**src/rtl/router_1x3.sv**
```systemverilog
// router_1x3: single-input, three-output byte-serial packet router.
// A header byte {payload_len[7:2], dest[1:0]} is followed by payload_len
// payload bytes and one parity byte (XOR of header and payload). The packet
// is steered into one of three FIFOs, each drained by its own reader.
// Destination 3 is a drop address. A FIFO that is left unread for TIMEOUT
// cycles is flushed.
//
// Ports:
//   clock               system clock, rising edge
//   resetn              asynchronous reset, active high
//   pkt_valid           high on header/payload bytes, low on the parity byte
//   data_in[7:0]        packet byte from the source
//   read_enb_0/1/2      per-FIFO read request
//   busy                source must hold data_in/pkt_valid while high
//   error               parity mismatch on the last routed packet
//   valid_out_0/1/2     FIFO x not empty
//   data_out_0/1/2      registered read data, one-cycle read latency
module router_1x3 #(
  parameter int FIFO_DEPTH = 16,
  parameter int TIMEOUT    = 30
) (
  input  logic       clock,
  input  logic       resetn,
  input  logic       pkt_valid,
  input  logic [7:0] data_in,
  input  logic       read_enb_0,
  input  logic       read_enb_1,
  input  logic       read_enb_2,
  output logic       busy,
  output logic       error,
  output logic       valid_out_0,
  output logic       valid_out_1,
  output logic       valid_out_2,
  output logic [7:0] data_out_0,
  output logic [7:0] data_out_1,
  output logic [7:0] data_out_2
);

  localparam int AW = $clog2(FIFO_DEPTH);
  localparam int CW = $clog2(FIFO_DEPTH + 1);
  localparam int TW = $clog2(TIMEOUT + 1);

  typedef enum logic [2:0] {
    DECODE, WAIT_EMPTY, LOAD_FIRST, LOAD_DATA, CHECK_PARITY, DROP
  } state_t;

  state_t          state, nxt;
  logic [7:0]      header, parity, parity_byte, wdata;
  logic [1:0]      dest;
  logic [2:0]      empty, full, flush, wr_en, rd_req;
  logic [3:0]      empty4, full4, flush4;
  logic [2:0][7:0] dout_all;
  logic            dest_empty, dest_full, dest_flush, wr_any;

  assign dest   = header[1:0];
  assign rd_req = {read_enb_2, read_enb_1, read_enb_0};

  // Padded to four entries so the drop address indexes a defined bit.
  assign empty4     = {1'b1, empty};
  assign full4      = {1'b1, full};
  assign flush4     = {1'b0, flush};
  assign dest_empty = empty4[dest];
  assign dest_full  = full4[dest];
  assign dest_flush = flush4[dest];

  // State register
  always_ff @(posedge clock or posedge resetn) begin
    if (resetn) state <= DECODE;
    else        state <= nxt;
  end

  // Next-state logic
  always_comb begin
    nxt = state;
    case (state)
      DECODE: begin
        if (pkt_valid) begin
          if (data_in[1:0] == 2'd3)      nxt = DROP;
          else if (empty4[data_in[1:0]]) nxt = LOAD_FIRST;
          else                           nxt = WAIT_EMPTY;
        end
      end
      WAIT_EMPTY: begin
        if (dest_flush)      nxt = DECODE;
        else if (dest_empty) nxt = LOAD_FIRST;
      end
      LOAD_FIRST:   nxt = dest_flush ? DECODE : LOAD_DATA;
      LOAD_DATA: begin
        if (dest_flush)                  nxt = DECODE;
        else if (!dest_full && !pkt_valid) nxt = CHECK_PARITY;
      end
      CHECK_PARITY: nxt = DECODE;
      DROP:         if (!pkt_valid) nxt = DECODE;
      default:      nxt = DECODE;
    endcase
  end

  // Output logic: handshake and FIFO write strobes
  always_comb begin
    busy   = 1'b0;
    wr_any = 1'b0;
    wdata  = data_in;
    case (state)
      WAIT_EMPTY:   busy = 1'b1;
      LOAD_FIRST: begin
        busy   = 1'b1;
        wr_any = 1'b1;
        wdata  = header;
      end
      LOAD_DATA: begin
        busy   = dest_full;
        wr_any = !dest_full;
      end
      CHECK_PARITY: busy = 1'b1;
      default: ;
    endcase
    wr_en = wr_any ? (3'b001 << dest) : '0;
  end

  // Header latch and parity tracking
  always_ff @(posedge clock or posedge resetn) begin
    if (resetn) begin
      header      <= '0;
      parity      <= '0;
      parity_byte <= '0;
      error       <= 1'b0;
    end else begin
      case (state)
        DECODE:     if (pkt_valid) header <= data_in;
        LOAD_FIRST: begin
          parity <= header;
          error  <= 1'b0;
        end
        LOAD_DATA: begin
          if (!dest_full) begin
            if (pkt_valid) parity      <= parity ^ data_in;
            else           parity_byte <= data_in;
          end
        end
        CHECK_PARITY: error <= (parity_byte != parity);
        default: ;
      endcase
    end
  end

  for (genvar g = 0; g < 3; g++) begin : g_fifo
    logic [7:0]    mem [FIFO_DEPTH];
    logic [AW-1:0] wptr, rptr;
    logic [CW-1:0] count;
    logic [TW-1:0] tcnt;
    logic [7:0]    dout;
    logic          do_wr, do_rd;

    assign empty[g]    = (count == '0);
    assign full[g]     = (count == CW'(FIFO_DEPTH));
    assign flush[g]    = !empty[g] && !rd_req[g] && (tcnt == TW'(TIMEOUT - 1));
    assign do_wr       = wr_en[g] && !full[g] && !flush[g];
    assign do_rd       = rd_req[g] && !empty[g];
    assign dout_all[g] = dout;

    always_ff @(posedge clock) begin
      if (do_wr) mem[wptr] <= wdata;
    end

    always_ff @(posedge clock or posedge resetn) begin
      if (resetn) begin
        wptr  <= '0;
        rptr  <= '0;
        count <= '0;
        dout  <= '0;
        tcnt  <= '0;
      end else begin
        if (flush[g]) begin
          wptr  <= '0;
          rptr  <= '0;
          count <= '0;
        end else begin
          if (do_wr) wptr <= (wptr == AW'(FIFO_DEPTH - 1)) ? '0 : wptr + 1'b1;
          if (do_rd) begin
            rptr <= (rptr == AW'(FIFO_DEPTH - 1)) ? '0 : rptr + 1'b1;
            dout <= mem[rptr];
          end
          count <= count + CW'(do_wr) - CW'(do_rd);
        end
        // Counts cycles the FIFO sits unread; wraps to zero on the flush edge.
        if (empty[g] || rd_req[g] || flush[g]) tcnt <= '0;
        else                                   tcnt <= tcnt + 1'b1;
      end
    end
  end

  assign valid_out_0 = !empty[0];
  assign valid_out_1 = !empty[1];
  assign valid_out_2 = !empty[2];
  assign data_out_0  = dout_all[0];
  assign data_out_1  = dout_all[1];
  assign data_out_2  = dout_all[2];

endmodule

```
**config.mk**
```make
export PLATFORM = sky130hd
export DESIGN_NAME = router_1x3
export DESIGN_NICKNAME = d
export VERILOG_FILES = /design/src/rtl/router_1x3.sv
export SDC_FILE = /design/constraint.sdc
export NUM_CORES = 1
export LEC_CHECK = 0
export CORE_UTILIZATION = 42
export CTS_BUF_LIST = sky130_fd_sc_hd__clkbuf_16
export CTS_CLUSTER_DIAMETER = 100
export DETAILED_ROUTE_END_ITERATION = 8
export HOLD_SLACK_MARGIN = 0.05
export MAX_ROUTING_LAYER = met4
export PLACE_DENSITY = 0.6
export SYNTH_ARGS = -nofsm -noshare
export SYNTH_HDL_FRONTEND = slang
export SYNTH_SLANG_ARGS = --single-unit
```
**constraint.sdc**
```tcl
create_clock -name clock -period 5.92 [get_ports clock]
set_clock_uncertainty 0.05 [all_clocks]
set_input_delay 1.184 -clock clock [delete_from_list [all_inputs] [get_ports clock]]
set_output_delay 1.184 -clock clock [all_outputs]
set_load 0.02 [all_outputs]
```
# == After elaboration in Yosys (flattened, before gate mapping) ==
# Memory sizes are Yosys's and may differ from the RTL's. A register that Yosys moved wholly into a read port is not among the register bits.
# Cells that the tools add are included.
# word_totals
register_bits,82
latchBits,0
mem_bits_rw,384
romBits,0
input_bits,14
out_inout_bits,29
elab_cells,181
memories,3
# classes
n_addsub,15
multipliers,0
div,0
n_lt_le_gt_ge,2
eq_ne,25
shift,1
muxes,56
bitwise_logic,6
reduce_logical,56
# memory_table
memory,words,word_bits,read_ports,rd_clocked_by_memory_dff,write_ports,line,text
g_fifo[0].mem,16,8,1,1,1,147,logic [7:0] mem [FIFO_DEPTH];
g_fifo[1].mem,16,8,1,1,1,147,
g_fifo[2].mem,16,8,1,1,1,147,
# ops
operator,count
2-to-1 mux 4 bit,18
"== test 5 bit, second input constant",6
2-to-1 mux 5 bit,6
"adder 4 x 1 -> 4 bit, second input constant",6
"== test 4 bit, second input constant",6
2-to-1 mux 3 bit,8
2-to-1 mux 8 bit,3
logical AND 1 bit,16
one-hot mux 8 bit (2 select lines),1
nonzero test 2 bit,8
adder 5 x 1 -> 5 bit,3
"adder 5 x 1 -> 5 bit, second input constant",3
zero test 5 bit,3
one-hot mux 3 bit (5 select lines),1
subtractor 5 x 1 -> 5 bit,3
zero test 1 bit,14
2-to-1 mux 1 bit,10
binary-select mux 1 bit (select 2 bit),4
"!= test 2 bit, second input constant",4
!= test 8 bit,1
AND reduction 2 bit,4
bitwise XOR 8 bit,1
"== test 3 x 2 -> 1 bit, second input constant",2
"== test 3 bit, second input constant",2
13 further kinds,28

# == Logic depth before layout (Yosys ltp) ==
# logic_depth
word_depth,11
mapped_depth,17

# == Worst setup path after synthesis ==
# No wires, ideal clock.
# synth_timing
path_kind,input port to flip-flop
startpoint,in read_enb_0
endpoint,reg g_fifo[0].count[4]
t_arrival_ps,3047
t_required_ps,5734
slack_ps,2686
stages,13
path_buffers,0
cell_sequence,nor3_1 -> nor2b_1 -> inv_1 -> ha_1 -> inv_1 -> ha_1 -> inv_1 -> fa_1 -> inv_1 -> a21oi_1 -> nor2_1 -> or3_1 -> a21oi_1
# synth_via
elab_chain_cells,8
word_cells_on_any_way,9
# synth_rtl
element,line,text
"start, declared",26,"input logic read_enb_0,"
zero test 1 bit,156,assign flush[g] = !empty[g] && !rd_req[g] && (tcnt == TW'(TIMEOUT - 1));
logical AND 1 bit (2 in a row),156,
zero test 1 bit,157,assign do_wr = wr_en[g] && !full[g] && !flush[g];
logical AND 1 bit,157,
adder 5 x 1 -> 5 bit,183,count <= count + CW'(do_wr) - CW'(do_rd);
subtractor 5 x 1 -> 5 bit,183,
2-to-1 mux 5 bit *,173,if (flush[g]) begin
"end signal, assigned",183,
"end, declared",149,logic [CW-1:0] count;
# Every way passes the cells marked *; elsewhere a longest branch is shown, timed or not.
# A chain may end at the register's enable or synchronous reset.

# == Worst setup path in the final report ==
# layout_timing
startpoint,reg g_fifo[1].count[2]
endpoint,out busy
# layout_via
elab_chain_cells,4
# layout_rtl
element,line,text
"start, declared",149,
"start signal, assigned",183,
== test 5 bit,155,assign full[g] = (count == CW'(FIFO_DEPTH));
binary-select mux 1 bit (select 2 bit),63,assign dest_full = full4[dest];
2-to-1 mux 1 bit (implied by the code),63,
one-hot mux 1 bit (2 select lines),103,case (state)
"end, declared",29,"output logic busy,"
# Every way passes these cells. The select of a mux whose other input is x is not followed.

==> results.json <==
{
  "status": "completed",
  "powerDensity_nw_per_um2": 494.5,
  "cts_tree": "done",
  "nNetsFinal": 1286,
  "finalPower_mw": 11.44,
  "yosysTopAreaCell": "edfxtp_1",
  "rr_startpoint": "g_fifo[2].count[2]",
  "timing.critical_path.from": "g_fifo[1].count[2]",
  "synth_edf_count": 384,
  "dr.pass1.iters": 4,
  "post-cts-setup-buffers": 0,
  "rsz0062_at_grt": "no",
  "start_util": 0.4280,
  "routed_via_density": 5.439,
  "yosysUniqueCellTypes": 49,
  "dp_cells": 1792,
  "yosys_warnings": 0,
  "worstSetupPathType": "reg -> out",
  "grt.total_usage": 0.1766,
  "gr-total-overflow": 0,
  "crit_fanout": 3,
  "ctsResizeCount": 0,
  "drc_errors": 0,
  "peakVddDrop_v": 0.0002940,
  "cts.sinks": 490,
  "vias": 10250,
  "slew_viol_final": 0,
  "ys.flop_type": "edfxtp_1",
  "max_freq_mhz": 236.3,
  "rr_worst_depth": 16,
  "critPathSlowestCell": "clkdlybuf4s50_1",
  "post-route-min-period_ns": 4.232,
  "syn_area_per_cell_um2": 17.51,
  "worst-endpoint-arrival_ns": 3.00,
  "ys_top_cells_by_area": "edfxtp_1 (56%), dfrtp_1 (13%), mux4_2 (13%)",
  "slew-limit-headroom": 0.2701,
  "antenna_cells": 0,
  "slowest_delay_ns": 0.67,
  "period_share": 0.7148,
  "clock-root-buffer": "clkbuf_16",
  "routed_wl_mm": 41.28,
  "clock_latency_ns": 0.59,
  "dpl_cell_area_um2": 21580,
  "final_cell_area_um2": 23130,
  "antenna_left": 0,
  "synthArstFlopShare": 0.2163,
  "synth_common_cells": "edfxtp_1 (384), mux4_2 (115), dfrtp_1 (106), nand2_1 (75), nor2_1 (70)",
  "cts_buffer_depth": 3,
  "antenna_found_initial": 0,
  "areaGrowthSynthToFinish_pct": 12.70,
  "synthCells": 1172,
  "cp-end-kind": "output pin",
  "worstHoldStart": "data_out_2[5]",
  "grt_pass1_wl_mm": 64.03,
  "htreeDepth": 2,
  "finalSetupViolCount": 0,
  "hold_depth": 2,
  "p_leak_nw": 8.144,
  "hp-class": "reg -> reg",
  "grt_pass1_vias": 10460,
  "synth_top_area_share": 0.5619,
  "die_h_um": 223.0,
  "dieArea_um2": 49750,
  "core.rowCount": 80,
  "clk_transition_reported_paths_ns": 0.06,
  "critPathLaunchType": "flop",
  "fin_tns_setup_ns": 0,
  "cts_made_buffers": 51,
  "grt_start_max_net_pins": 72,
  "syn_area_um2": 20520,
  "routedWlPerCell_um": 21.90,
  "ys_ff_latch": 490,
  "hold_buffers": 0,
  "final_util": 0.4824,
  "core_area_um2": 47950,
  "synth_most_common_cell": "edfxtp_1",
  "whs_ns": 0.4364,
  "drv_cap": 0,
  "ys_seq_area_frac": 0.6912,
  "worstMarginPinSlew_ns": 1.091,
  "final_layout_size_suffix_gt1_frac": 0.1961,
  "fin_ws_ns": 1.688,
  "drt_iter0_drc": 622,
  "ios": 43,
  "gp_congestion": 0.7737,
  "hold_viol": 0,
  "layoutNonFillerInstCount": 1885,
  "cp.required_ns": 4.69,
  "dp_hpwl_mm": 25.00,
  "numPortBuffers": 42,
  "die_x_um": 223.0,
  "pre_cts_ws_ns": 1.744,
  "crit_chain": "inv_1 -> ha_1 -> and4bb_2 -> nor2_1 -> nor3_1 -> o21bai_1 -> a21oi_1 -> clkdlybuf4s50_1",
  "syn_nets": 1228
}
-- critical path, delay by kind of cell (launching register included) --
family | cells | cell delay [ns]
AO/OA/AOI/OAI | 2 | 0.39
buffers and inverters | 2 | 0.75
AND/OR/NAND/NOR | 3 | 0.71
adder cells (fa/ha/maj) | 1 | 0.16
flip-flops | 1 | 0.39
-- layer usage --
metal,global-route usage,up-vias,part of all wire
met1,0.2454,5326,0.46
met4,0.05873,0,0.026
met2,0.2658,185,0.48
met5,-,-,0
met3,0.02963,74,0.040
li1,-,4667,-
-- area by class of cell --
class                           instances  area (um^2)
Clock buffer                           52         1301
Clock inverter                         41        241.5
Fill cell                            3942        24820
Inverter                               39        148.9
Multi-Input combinational cell        594         5968
Sequential cell                       490        14190
Tap cell                              615        769.5
Timing Repair Buffer                   54        510.5
-- registers in the layout (all words and copies together) (netlist names) --
register      count
parity_byte       8
g_fifo.tcnt      15
data_out_0        8
g_fifo.rptr      12
parity            8
error             1
data_out_2        8
g_fifo.mem      384
header            8
state             3
g_fifo.count     15
data_out_1        8
g_fifo.wptr      12
-- power by group --
| part | internal, mW | switching, mW |
|---|---|---|
| logic | 1.66 | 1.90 |
| registers | 4.45 | 0.475 |
| clock network | 1.67 | 1.29 |
| total | 7.78 | 3.66 |
-- path summary, 6_finish.rpt --
| kind | end | slack [ns] |
|---|---|---|
| setup / recovery | busy | 1.69 |
| hold / removal | data_out_2[5] | 0.44 |
| setup reg to reg | g_fifo[2].count[4] | 2.23 |
| hold reg to reg | data_out_2[5] | 0.44 |
| max in group asynchronous | g_fifo[0].rptr[0] | 3.61 |
| min in group asynchronous | header[2] | 1.13 |
-- cell usage in the layout (no fill, tap or decap), types with 4 or more instances in the layout --
| cell | n |
|---|---|
| edfxtp_1 | 384 |
| mux4_2 | 115 |
| dfrtp_1 | 103 |
| nor2_1 | 70 |
| nand2_1 | 67 |
| inv_1 | 57 |
| clkbuf_16 | 52 |
| and2_1 | 43 |
| clkdlybuf4s50_1 | 42 |
| ha_1 | 39 |
| mux2_2 | 32 |
| a21oi_1 | 26 |
| xor2_1 | 26 |
| o21ai_0 | 17 |
| nand3_1 | 15 |
| nor3_1 | 14 |
| mux2i_1 | 13 |
| buf_4 | 12 |
| a31oi_1 | 10 |
| nand4_1 | 9 |
| nor2b_1 | 9 |
| a21o_1 | 9 |
| clkinv_1 | 9 |
| nand2_2 | 8 |
| a2bb2oi_1 | 7 |
| clkinv_2 | 7 |
| nand2b_1 | 6 |
| nor3_2 | 6 |
| xnor2_1 | 6 |
| nor4_1 | 6 |
| mux4_1 | 5 |
| or3_1 | 4 |
| and3_1 | 4 |
-- cell families after synthesis --
family / after synthesis / synth area share
multiplexers: 165 / 0.1565
AND/OR/NAND/NOR: 274 / 0.06768
flip-flops: 490 / 0.6912
XOR/XNOR: 32 / 0.01366
adder cells (fa/ha/maj): 42 / 0.02671
buffers and inverters: 88 / 0.01921
AO/OA/AOI/OAI: 81 / 0.02506
Power figures use the tool's default switching activity.
